$ cat src/rtl/sm_arith_pkg.sv
// Shared types and constants for the sign-magnitude add/sub datapath.
// Holds the sequencer state encoding, op encoding and magnitude limit helper.
package sm_arith_pkg;

    typedef enum logic [1:0] {
        IDLE = 2'd0,
        EXEC = 2'd1,
        FIX  = 2'd2,
        DONE = 2'd3
    } state_t;

    localparam logic OP_ADD = 1'b0;
    localparam logic OP_SUB = 1'b1;

    // Largest magnitude representable in a w-bit sign-magnitude word.
    function automatic int unsigned mag_max(input int unsigned w);
        return (32'd1 << (w - 1)) - 32'd1;
    endfunction

endpackage

$ cat src/rtl/sm_addsub_seq_if.sv
// Request/result bundle between a controller and the sign-magnitude add/sub unit.
// start is sampled only while busy is low; done pulses once per accepted request.
interface sm_addsub_seq_if #(parameter int W = 8);

    logic         start;
    logic         op_sub;
    logic         acc;
    logic [W-1:0] a;
    logic [W-1:0] b;
    logic         busy;
    logic         done;
    logic [W-1:0] result;
    logic         zero;
    logic         neg;
    logic         ovf;

    modport master (
        output start, op_sub, acc, a, b,
        input  busy, done, result, zero, neg, ovf
    );

    modport slave (
        input  start, op_sub, acc, a, b,
        output busy, done, result, zero, neg, ovf
    );

endinterface

$ cat src/rtl/sm_mag_core.sv
// Combinational sign-magnitude add/sub core; zero latency, no flow control.
// Produces an M+1-bit magnitude so the caller can detect and saturate overflow.
module sm_mag_core #(
    parameter int W = 8
) (
    input  logic [W-2:0] mag_a,
    input  logic [W-2:0] mag_b,
    input  logic         sgn_a,
    input  logic         sgn_b,
    output logic [W-1:0] mag_o,
    output logic         sgn_o,
    output logic         carry
);

    localparam int M = W - 1;

    always_comb begin
        mag_o = '0;
        sgn_o = 1'b0;
        if (sgn_a == sgn_b) begin
            mag_o = {1'b0, mag_a} + {1'b0, mag_b};
            sgn_o = sgn_a;
        end else if (mag_a > mag_b) begin
            mag_o = {1'b0, mag_a - mag_b};
            sgn_o = sgn_a;
        end else if (mag_b > mag_a) begin
            mag_o = {1'b0, mag_b - mag_a};
            sgn_o = sgn_b;
        end
        // Equal magnitudes with opposite signs fall through to +0.
    end

    assign carry = mag_o[M];

endmodule

$ cat src/rtl/sm_addsub_seq.sv
// Registered sign-magnitude add/sub with accumulate and saturation; done 3 edges after accept.
// No queuing: start is only honoured in IDLE or DONE, so one result per 3 cycles back-to-back.
module sm_addsub_seq
    import sm_arith_pkg::*;
#(
    parameter int W = 8
) (
    input  logic              clk,
    input  logic              rst_n,
    sm_addsub_seq_if.slave    bus
);

    localparam int M = W - 1;
    localparam logic [M-1:0] MAG_MAX = M'(mag_max(W));

    state_t       state;
    logic         busy_q;
    logic         done_q;
    logic [W-1:0] res_q;
    logic         zero_q;
    logic         neg_q;
    logic         ovf_q;

    logic [M-1:0] opa_mag, opb_mag;
    logic         opa_sgn, opb_sgn;
    logic [M-1:0] sum_mag_q;
    logic         sum_sgn_q;
    logic         carry_q;

    logic [M-1:0] cap_a_mag, cap_b_mag;
    logic         cap_a_sgn, cap_b_sgn;

    logic [W-1:0] core_mag;
    logic         core_sgn;
    logic         core_carry;

    logic [M-1:0] fix_mag;
    logic         fix_zero;
    logic         fix_neg;

    // Operand selection at the accepting edge; -0 is folded to +0 here.
    always_comb begin
        cap_a_mag = bus.acc ? res_q[M-1:0] : bus.a[M-1:0];
        cap_a_sgn = bus.acc ? res_q[W-1]   : bus.a[W-1];
        cap_b_mag = bus.b[M-1:0];
        cap_b_sgn = bus.b[W-1];
        case (bus.op_sub)
            OP_ADD:  cap_b_sgn = bus.b[W-1];
            OP_SUB:  cap_b_sgn = ~bus.b[W-1];
            default: cap_b_sgn = bus.b[W-1];
        endcase
        if (cap_a_mag == '0) cap_a_sgn = 1'b0;
        if (cap_b_mag == '0) cap_b_sgn = 1'b0;
    end

    sm_mag_core #(.W(W)) u_core (
        .mag_a (opa_mag),
        .mag_b (opb_mag),
        .sgn_a (opa_sgn),
        .sgn_b (opb_sgn),
        .mag_o (core_mag),
        .sgn_o (core_sgn),
        .carry (core_carry)
    );

    always_comb begin
        fix_mag  = carry_q ? MAG_MAX : sum_mag_q;
        fix_zero = (fix_mag == '0);
        fix_neg  = sum_sgn_q & ~fix_zero;
    end

    always_ff @(posedge clk or negedge rst_n) begin
        if (!rst_n) begin
            state     <= IDLE;
            busy_q    <= 1'b0;
            done_q    <= 1'b0;
            res_q     <= '0;
            zero_q    <= 1'b0;
            neg_q     <= 1'b0;
            ovf_q     <= 1'b0;
            opa_mag   <= '0;
            opb_mag   <= '0;
            opa_sgn   <= 1'b0;
            opb_sgn   <= 1'b0;
            sum_mag_q <= '0;
            sum_sgn_q <= 1'b0;
            carry_q   <= 1'b0;
        end else begin
            done_q <= 1'b0;
            case (state)
                IDLE, DONE: begin
                    if (bus.start) begin
                        opa_mag <= cap_a_mag;
                        opa_sgn <= cap_a_sgn;
                        opb_mag <= cap_b_mag;
                        opb_sgn <= cap_b_sgn;
                        busy_q  <= 1'b1;
                        state   <= EXEC;
                    end else begin
                        state   <= IDLE;
                    end
                end
                EXEC: begin
                    sum_mag_q <= core_mag[M-1:0];
                    sum_sgn_q <= core_sgn;
                    carry_q   <= core_carry;
                    state     <= FIX;
                end
                FIX: begin
                    res_q  <= {fix_neg, fix_mag};
                    zero_q <= fix_zero;
                    neg_q  <= fix_neg;
                    ovf_q  <= carry_q;
                    busy_q <= 1'b0;
                    done_q <= 1'b1;
                    state  <= DONE;
                end
                default: state <= IDLE;
            endcase
        end
    end

    assign bus.busy   = busy_q;
    assign bus.done   = done_q;
    assign bus.result = res_q;
    assign bus.zero   = zero_q;
    assign bus.neg    = neg_q;
    assign bus.ovf    = ovf_q;

endmodule

$ cat src/flat_wrapper.sv
// flat-port wrapper written by rule: the top's interface ports become plain ports
module sm_addsub_seq_flat import sm_arith_pkg::*;
#(
    parameter int W = 8
)
  (clk, rst_n, bus_start, bus_op_sub, bus_acc, bus_a, bus_b, bus_busy, bus_done, bus_result, bus_zero, bus_neg, bus_ovf);
  sm_addsub_seq_if #(.W(W)) bus_i ();
  input  logic clk;
  input  logic rst_n;
  input wire logic [$bits(bus_i.start)-1:0] bus_start;
  input wire logic [$bits(bus_i.op_sub)-1:0] bus_op_sub;
  input wire logic [$bits(bus_i.acc)-1:0] bus_acc;
  input wire logic [$bits(bus_i.a)-1:0] bus_a;
  input wire logic [$bits(bus_i.b)-1:0] bus_b;
  output wire logic [$bits(bus_i.busy)-1:0] bus_busy;
  output wire logic [$bits(bus_i.done)-1:0] bus_done;
  output wire logic [$bits(bus_i.result)-1:0] bus_result;
  output wire logic [$bits(bus_i.zero)-1:0] bus_zero;
  output wire logic [$bits(bus_i.neg)-1:0] bus_neg;
  output wire logic [$bits(bus_i.ovf)-1:0] bus_ovf;
  assign bus_i.start = bus_start;
  assign bus_i.op_sub = bus_op_sub;
  assign bus_i.acc = bus_acc;
  assign bus_i.a = bus_a;
  assign bus_i.b = bus_b;
  assign bus_busy = bus_i.busy;
  assign bus_done = bus_i.done;
  assign bus_result = bus_i.result;
  assign bus_zero = bus_i.zero;
  assign bus_neg = bus_i.neg;
  assign bus_ovf = bus_i.ovf;
  sm_addsub_seq #(.W(W)) u_core (.clk(clk), .rst_n(rst_n), .bus(bus_i));
endmodule
$ cat config.mk
export PLATFORM = sky130hd
export DESIGN_NAME = sm_addsub_seq_flat
export DESIGN_NICKNAME = d
export VERILOG_FILES = /design/src/rtl/sm_arith_pkg.sv /design/src/rtl/sm_addsub_seq_if.sv /design/src/rtl/sm_mag_core.sv /design/src/rtl/sm_addsub_seq.sv /design/src/flat_wrapper.sv
export SDC_FILE = /design/constraint.sdc
export NUM_CORES = 1
export LEC_CHECK = 0
export ABC_AREA = 1
export CELL_PAD_IN_SITES_DETAIL_PLACEMENT = 0
export CELL_PAD_IN_SITES_GLOBAL_PLACEMENT = 1
export CORE_MARGIN = 1
export CORE_UTILIZATION = 26
export CTS_CLUSTER_SIZE = 25
export DETAILED_ROUTE_END_ITERATION = 8
export GPL_TIMING_DRIVEN = 0
export PLACE_DENSITY = 0.54
export SETUP_SLACK_MARGIN = 0.4
export SYNTH_ARGS = -nofsm -noshare
export SYNTH_HDL_FRONTEND = slang
export SYNTH_SLANG_ARGS = --single-unit
$ cat constraint.sdc
create_clock -name clk -period 2.2 [get_ports clk]
set_input_delay 0.33 -clock clk [delete_from_list [all_inputs] [get_ports clk]]
set_output_delay 0.33 -clock clk [all_outputs]
set_load 0.03 [all_outputs]
# Word level (Yosys, flattened, before mapping)
# Cells that the tools add are included.
[word_totals] output_inout_bits=13 register_bits=40 elab_cells=53 input_bits=21
[op_classes] muxes=17 n_bitwise=4 n_reduce_logical=8 n_eq_ne=5 addsub=3 n_lt_le_gt_ge=2
[ops] op="7-bit 2-to-1 mux" n=4
[ops] op="7-bit zero test" n=3
[ops] op="7-bit > comparator" n=2
[ops] op="7-bit subtractor" n=2
[ops] op="1-bit 2-to-1 mux" n=9
[ops] op="7-bit by 7-bit adder with 8-bit output" n=1
[ops] op="8-bit 2-to-1 mux" n=1
[ops] op="2-bit one-hot mux with 3 select lines" n=1
[ops] op="2-bit equality test (second input constant)" n=2
[ops] op="1-bit one-hot mux with 2 select lines" n=2
[ops] op="2-bit AND reduction" n=2
[ops] op="1-bit inverter" n=3
[ops] op="2-bit by 1-bit equality test with 1-bit output (second input constant)" n=1
[ops] op="2-bit zero test" n=1
[ops] op="2-bit inequality test (second input constant)" n=1
[ops] op="2-bit nonzero test" n=1
[ops] op="2-bit OR reduction" n=1
[ops] op="1-bit bitwise AND" n=1
[ops] op="1-bit equality test" n=1

# Depth between registers and ports, before layout
# Gate-level depths: netlist of run 1.
[logic_depth] ltp_word=4 ltp_mapped=13 ltp_nobuf=13

# Hierarchy
# A second synthesis of run 1 with hierarchy kept.
[hier_totals] cells_unflattened=404 hier_area_um2=2906.5
[modules_own_cells] module="sm_addsub_seq" instances=1 area_per_inst_um2=1675.4 cells_each=188
[modules_own_cells] module="sm_mag_core" instances=1 area_per_inst_um2=1231.2 cells_each=216

# Least setup slack after synthesis of run 1
# Ideal clock, no wire load.
[synth_path] path_type="reg2reg" from="reg u_core.opa_mag[0]" to="reg u_core.sum_mag_q[4]" required_ns=2.084 slack_ns=0.418 synth_period_minus_slack_ns=1.782 n_path_buf=0 setup_ns=0.116 stages_incl_launch_ff=11 arrival_ns=1.666 cell_sequence="dfrtp_1 > ha_1 > inv_1 > fa_1 > o31ai_1 > xor2_1 > nand2_1 > nand2_1 > inv_1 > nand2_1 > nand2_1"
[synth_between] elab_chain_cells=4
[synth_lines] item="start, declared" line_no="sm_addsub_seq.sv:24" text="logic [M-1:0] opa_mag, opb_mag;"
[synth_lines] item="start signal, assigned" line_no="sm_addsub_seq.sv:93" text="opa_mag <= cap_a_mag;"
[synth_lines] item="7-bit subtractor / 7-bit > comparator (equally long branches)" line_no="sm_mag_core.sv:27, sm_mag_core.sv:26"
[synth_lines] item="7-bit 2-to-1 mux" line_no="sm_mag_core.sv:26" text="end else if (mag_b > mag_a) begin"
[synth_lines] item="7-bit 2-to-1 mux" line_no="sm_mag_core.sv:23" text="end else if (mag_a > mag_b) begin"
[synth_lines] item="8-bit 2-to-1 mux (*)" line_no="sm_mag_core.sv:20" text="if (sgn_a == sgn_b) begin"
[synth_lines] item="end signal, assigned" line_no="sm_addsub_seq.sv:104" text="sum_mag_q <= core_mag[M-1:0];"
[synth_lines] item="end, declared" line_no="sm_addsub_seq.sv:26" text="logic [M-1:0] sum_mag_q;"
# Mark *: on every way between the ends. The rest lies on a longest branch, timed or not.
# A chain may end at the register's enable or synchronous reset.

# Worst setup path after layout of run 1
[layout_path] from="reg u_core.opa_mag[2]" to="reg u_core.sum_mag_q[3]"
# The elaborated chain is that of the path after synthesis.

==> out/qor.csv, run 1 <==
metric,value,unit
# setup viols final,0,
final WL,8720,microns
I/O pin cnt,34,
TritonCTS Buffers,5,
height of the die,106,microns
Yosys cell types,36,
per-cell routed wire length,15.0,microns
final count of hold timing violations,0,
RePlAce Congestion,0.785,
Slew HR,0.563,
vias in the first global route,2692,
cell area after synthesis,0.00279,sq mm
status,completed,
fin worst setup slack,329,ps
Achievable Freq,534,MHz
via density per instance,4.50,
top cell type's share of synthesized area,0.350,
Tmin final,1870,ps
H-Tree Depth,2,
Root Buffer,clkbuf_8,
number of port buffers,33,
largest net degree at the start of global routing,38,
"Req. time, crit path",2390,ps
Setup WS pre-CTS,148,ps
die footprint,0.0111,sq mm
area grow syn2layout,43.4,%
CP Launch Type,flip-flop,
hold crit path type,in2async,
clock buffer depth,2,
"delay-heaviest family, CP",flip-flops,
syn_nets,417,
number of DRC markers in iteration 0,74,
GRT Resource Usage Total,0.166,
CP arrival,2060,ps
initial antenna violation count,0,
Worst Tran Pin Value,651,ps
TritonRoute pass-1 iters,4,
via count,2612,
synthesized flop and latch total,39,
final period utilization,0.851,
Worst Path Buf+Inv,2,
CP Cell Sequence,ha_4 -> buf_8 -> clkinvlp_4 -> nand2_2 -> nand2_2 -> a31oi_2 -> xor2_1 -> nand2_1 -> nand3_2 -> nand2_1,
RSZ-0062 raised after global routing,yes,
Skew-Pair Late Insertion Delay,300,ps
Worst-path clk slew,90,ps
HPWL after DPL,6240,microns
max-cap violation count,0,
die extent in x,106,microns
"Slew Viols, Final",0,
Crit Path Max Fanout,5,
CORE AREA,0.0104,sq mm
share of layout cells above drive strength 1,0.292,
hold slack,366,ps
Synth Instances,370,
Setup CP Type,reg2reg,
Worst Skew,8.94,ps
Synth area leader,dfrtp_1,
global route overflow,0,
largest cells by area after synthesis,"dfrtp_1 (35%), nand2_1 (13%), ha_1 (11%)",
Initial Util,0.269,
crit end category,flip-flop,
post-route ant nets,0,
first-pass GRT wire length,14000,microns
nets,491,
Ys Warns,0,
CTS tree,yes,
synthesized area per cell,7.53,sq um
antenna fix cells,0,
Critical Path Max Stage Delay,450,ps
Residual DRC,0,
Slowest cell on crit path,dfrtp_1,
Sink Count,39,
site row count,37,
post-synthesis sequential area ratio,0.350,
-- flip-flops by register name, indices dropped and copies added (netlist names), 2 cells and up --
register / count
u_core.bus.result: 7
u_core.opa_mag: 7
u_core.opb_mag: 7
u_core.state: 2
u_core.sum_mag_q: 7
-- final timing paths --
check	to	slack [ps]	cells after the start	start
setup / recovery	u_core.sum_mag_q[3]	330	10	u_core.opa_mag[2]
hold / removal	u_core.sum_mag_q[0]	370	2	rst_n
setup reg to reg	u_core.sum_mag_q[3]	330	10	u_core.opa_mag[2]
hold reg to reg	u_core.sum_mag_q[1]	480	2	u_core.sum_mag_q[1]
max in group asynchronous	u_core.opb_mag[5]	1410	3	rst_n
min in group clk	u_core.sum_mag_q[1]	480	2	u_core.sum_mag_q[1]
-- synth_stat cells (all sizes together) --
cell,n
a21oi,19
a22oi,2
a31oi,1
buf,9
clkbuf,3
dfrtp,39
fa,2
ha,24
inv,66
mux2,1
mux2i,3
nand2,106
nand3,24
nand3b,1
nand4,9
nor2,19
nor4,1
o211ai,1
o21a,1
o21ai,24
o21bai,1
o221ai,1
o22ai,2
o31ai,1
or2,1
xnor2,3
xor2,6
-- cells by family (layout without fill, tap and decap cells) --
family          after synthesis  count (layout)  synth area share
xor+xnor                      9               9            0.0283
simple gates                161             161             0.255
buf+inv                      78             153             0.118
fa+ha+maj                    26              26             0.122
mux                           4               4            0.0148
compound gates               53              53             0.111
flops                        39              39             0.350
-- metal layers --
metal  global-route usage  share of wire  vias up
li1                     -              -     1308
met1                0.235           0.50     1265
met2                0.270           0.46       30
met3               0.0192          0.024        9
met4               0.0357          0.011        0
met5                    0              0        -
-- what timing repair did --
action	4_1_cts	5_1_grt
hold endpoints to repair	2	0
gates resized for setup	47	44
cloned	1	0
endpoints found under the setup margin	18	21
hold buffers	1	0
buffers inserted	22	9
pin swaps	21	31
-- stage by stage --
stage / util / cell area, sq um / instances / TNS (ps)
2_1_floorplan: - / 2790 / 370 / 0
3_3_place_gp: 0.317 / 3290 / 539 / -11110
3_5_place_dp: 0.319 / 3300 / 540 / 0
4_1_cts: 0.365 / 3790 / 572 / 0
5_1_grt: 0.385 / 4000 / 581 / 0
6_report: 0.385 / 4000 / 581 / 0
-- worst register-to-register path, stage by stage (launching register included) --
cell	delay, ps
dfrtp_1	450
ha_4	310
buf_8	130
clkinvlp_4	130
nand2_2	90
nand2_2	60
a31oi_2	190
xor2_1	190
nand2_1	80
nand3_2	90
nand2_1	50
-- area by class of cell --
class	count	area, sq um
Fill cell	1106	6370
Clock inverter	3	43.8
Timing Repair Buffer	67	608
Multi-Input combinational cell	253	1770
Sequential cell	39	980
Inverter	66	259
Clock buffer	5	68.8
Tap cell	136	170
Buffer	12	100
-- placed cells by master, fill, tap and decap left out, drive strengths merged, types with 19 or more instances in the layout --
cell           instances
nand3                 24
inv                   65
clkdlybuf4s50         30
o21ai                 24
buf                   43
ha                    24
nor2                  19
nand2                106
dfrtp                 39
a21oi                 19
Power of run 1 is not shown: default switching activity piles up to over one toggle a cycle in this logic, so the estimate is an artifact.
==> run 2, diff against run 1 <==
- CAP_MARGIN: unset -> 20
- CORE_UTILIZATION: 26 -> 41
- PLACE_DENSITY: 0.54 -> 0.79
- REMOVE_ABC_BUFFERS: unset -> 1
==> run 2 against run 1 <==
  * Worst setup slack improved by 34 ps
  * Routed wire length decreased by 17%
  * Clock skew decreased by 0.66 ps
  * Largest cell class unchanged
==> out/qor.csv, run 2 (synthesized netlist as in run 1, its figures left out) <==
metric,value,unit
status,completed,
total negative slack,0,ps
clock buffer depth,2,
multi-input logic area,0.00169,sq mm
max-cap violation count,0,
CP arrival,2010,ps
cells on worst reg2reg path,9,
CORE AREA,0.00646,sq mm
number of port buffers,33,
nets,466,
final count of hold timing violations,0,
CTS tree,yes,
GRT Resource Usage Total,0.222,
post-route ant nets,0,
via density per instance,4.96,
RSZ-0062 raised after global routing,yes,
largest net degree at the start of global routing,40,
antenna fix cells,0,
final period utilization,0.835,
Sink Count,39,
site row count,29,
Fillers,636,
Crit Path Max Fanout,5,
per-cell routed wire length,14.5,microns
Residual DRC,0,
hold crit path type,in2async,
CP Launch Type,flip-flop,
height of the die,84.5,microns
Setup WS pre-CTS,53.6,ps
hold slack,153,ps
HPWL after DPL,5490,microns
register area,983,sq um
global route overflow,0,
H-Tree Depth,2,
first-pass GRT wire length,12200,microns
I/O pin cnt,34,
Root Buffer,clkbuf_8,
Tmin final,1840,ps
TritonRoute pass-1 iters,4,
Slew HR,0.414,
"Slew Viols, Final",0,
Initial Util,0.432,
via count,2467,
"commonest non-fill, non-tap cell in the layout",nand2_1,
RePlAce Congestion,0.837,
share of layout cells above drive strength 1,0.221,
Worst Skew,8.28,ps
die extent in x,84.5,microns
fin worst setup slack,363,ps
TritonCTS Buffers,5,
"Req. time, crit path",2370,ps
Worst-path clk slew,80,ps
area grow syn2layout,29.0,%
die footprint,0.00713,sq mm
"commonest non-fill, non-tap cells in the layout","nand2_1 (87), inv_1 (55), dfrtp_1 (33), clkdlybuf4s50_1 (32)",
number of DRC markers in iteration 0,132,
CTS Hold Bufs,0,
vias in the first global route,2449,
Setup CP Type,reg2reg,
final WL,7200,microns
Worst Tran Pin Value,878,ps
crit end category,flip-flop,
initial antenna violation count,0,
Achievable Freq,544,MHz
# setup viols final,0,
Skew-Pair Late Insertion Delay,300,ps
==> run 2: changes by cell type in the layout (fill, tap and decap cells not counted), sizes merged <==
cell and change:
clkdlybuf4s50 +2, clkinv -1, dlygate4sd3 -1, dlymetal6s2s -2, bufinv -1, buf -21, inv +1, clkbuf -2
==> run 2: worst paths after layout <==
path                              startpoint                  end  slack [ps]
max reg2reg                u_core.opa_mag[4]  u_core.sum_mag_q[0]         360
min                                    rst_n    u_core.opa_mag[5]         150
min in group clk             u_core.bus.zero      u_core.bus.zero         490
max                        u_core.opa_mag[4]  u_core.sum_mag_q[0]         360
min reg2reg                  u_core.bus.zero      u_core.bus.zero         490
max in group asynchronous              rst_n    u_core.opb_mag[0]        1450
==> run 2: worst max-delay path, cell delays in order (launching register included) <==
cell     delay, ps
dfrtp_2        460
ha_4           340
nand2_2         90
nor2_4         120
nand4_1        200
nand2_2        170
buf_4          110
nand3_1         80
nand2_1         90
o22ai_1         70
==> run 2: final cells by class <==
type / instances / share of cell area
multi-input combinational: 253 / 0.471
sequential: 39 / 0.273
timing repair buffer: 54 / 0.135
inverter: 66 / 0.0696
tap: 77 / 0.0268
clock buffer: 6 / 0.0202
clock inverter: 2 / 0.00348
==> run 2: layer usage <==
metal  part of all wire  track usage  vias to the layer above
met5                  0            0                        -
met4              0.015       0.0616                        0
met3              0.041       0.0383                       10
met2               0.46        0.358                       49
met1               0.48        0.309                     1148
li1                   -            -                     1260
==> run 2: stage by stage <==
stage / area [sq um] / std cells / util
6_report: 3600 / 497 / 0.557
5_1_grt: 3600 / 497 / 0.557
2_1_floorplan: 2710 / 358 / -
3_3_place_gp: 3130 / 468 / 0.485
3_5_place_dp: 3130 / 468 / 0.484
4_1_cts: 3440 / 491 / 0.533
==> run 2: repair_timing <==
action	CTS	global route
pin swaps	7	14
setup buffers	15	6
gates resized for setup	28	37
setup endpoints to repair	17	23
endpoints found under the hold margin	0	0
Power of run 2 is left out for the same reason.
==> run 3, diff against run 2 <==
- clock period: 2.2 -> 1.8 ns (I/O delays scaled with it)
==> run 3 against run 2 <==
  * Cell area grew 12%
  * Non-clock buffer count up 23
  * Global-route usage is 2.6 points higher
  * Flip-flop and latch count stayed put
  * Critical endpoint is now u_core.sum_mag_q[4]
  * Largest cell class unchanged
==> out/qor.csv, run 3 (synthesized netlist as in run 1, its figures left out) <==
metric,value,unit
"Req. time, crit path",2000,ps
number of DRC markers in iteration 0,140,
"commonest non-fill, non-tap cells in the layout","nand2_1 (75), inv_1 (51), buf_4 (34), dfrtp_1 (33), nand2_2 (25)",
reg2reg start,u_core.opa_mag[4],
CP arrival,1990,ps
initial antenna violation count,0,
Setup WS pre-CTS,-346,ps
antenna fix cells,0,
number of port buffers,33,
hold crit path type,in2async,
H-Tree Depth,2,
status,completed,
Worst-path clk slew,80,ps
Slew HR,0.426,
I/O pin cnt,34,
RePlAce Congestion,0.837,
die extent in x,84.5,microns
"Slew Viols, Final",0,
fin worst setup slack,11.3,ps
CP Launch Type,flip-flop,
hold slack,85.5,ps
Skew-Pair Late Insertion Delay,300,ps
Crit Path Max Fanout,6,
Achievable Freq,559,MHz
Sink Count,39,
# setup viols final,0,
Residual DRC,0,
placed insts,468,
global route overflow,0,
"Design Area, Final",0.00403,sq mm
Setup CP Type,reg2reg,
vias in the first global route,2675,
height of the die,84.5,microns
"Cell Area, Placed",0.00313,sq mm
via count,2659,
max-cap violation count,0,
final period utilization,0.994,
CTS Hold Bufs,0,
Final Non-Filler Cells,523,
"commonest non-fill, non-tap cell in the layout",nand2_1,
final count of hold timing violations,0,
largest net degree at the start of global routing,40,
CORE AREA,0.00646,sq mm
Root Buffer,clkbuf_8,
CTS tree,yes,
RSZ-0062 raised after global routing,yes,
nets,492,
crit end category,flip-flop,
per-cell routed wire length,16.2,microns
post-route ant nets,0,
die footprint,0.00713,sq mm
GRT Resource Usage Total,0.248,
via density per instance,5.08,
final WL,8460,microns
Worst Skew,7.11,ps
CP Launch Point,u_core.opa_mag[4],
HPWL after DPL,5490,microns
TritonRoute pass-1 iters,4,
Initial Util,0.432,
site row count,29,
first-pass GRT wire length,13400,microns
area grow syn2layout,44.4,%
Worst Tran Pin Value,860,ps
TritonCTS Buffers,5,
Tmin final,1790,ps
share of layout cells above drive strength 1,0.350,
clock buffer depth,2,
run 3: metal layers:
layer	part of all wire	track usage	vias up
met2	0.49	0.401	50
met3	0.037	0.0433	10
li1	-	-	1314
met1	0.46	0.342	1285
met4	0.014	0.0709	0
met5	0	0	-
run 3: final timing paths:
path	endpoint	slack, ps	cells past startpoint
worst max register to register	u_core.sum_mag_q[4]	10	10
min in group clk	u_core.bus.zero	480	1
max in group asynchronous	u_core.opb_mag[0]	1130	1
worst min-delay path	u_core.opa_mag[5]	90	1
worst min register to register	u_core.bus.zero	480	1
worst max-delay path	u_core.sum_mag_q[4]	10	10
run 3: through the flow:
| stage | util | TNS, ps |
|---|---|---|
| 3_5_place_dp | 0.484 | -3170 |
| 2_1_floorplan | - | 0 |
| 6_report | 0.623 | 0 |
| 3_3_place_gp | 0.485 | -22040 |
| 4_1_cts | 0.580 | 0 |
| 5_1_grt | 0.623 | -603 |
run 3: what timing repair did:
action	in CTS	in global routing
gates cloned	2	2
endpoints found under the setup margin	47	36
pin swaps	30	32
buffers inserted	38	5
gates resized for setup	85	80
run 3: worst max-delay path, cell delays in order, from the launching register on:
cell and delay, ps:
dfrtp_2 460, ha_4 350, nand2_2 90, nor2_4 90
nand4_1 150, nand2_2 180, inv_4 70, nand2_1 70
nand3_1 100, nand2_1 90, nand2_1 40
run 3: final cells by class:
| class | count | area (sq um) |
|---|---|---|
| Clock buffer | 6 | 72.6 |
| Clock inverter | 2 | 12.5 |
| Fill cell | 588 | 2430 |
| Inverter | 66 | 270 |
| Multi-Input combinational cell | 255 | 1890 |
| Sequential cell | 39 | 983 |
| Tap cell | 77 | 96.3 |
| Timing Repair Buffer | 77 | 697 |
| Timing Repair inverter | 1 | 7.51 |
Power of run 3 is left out for the same reason.
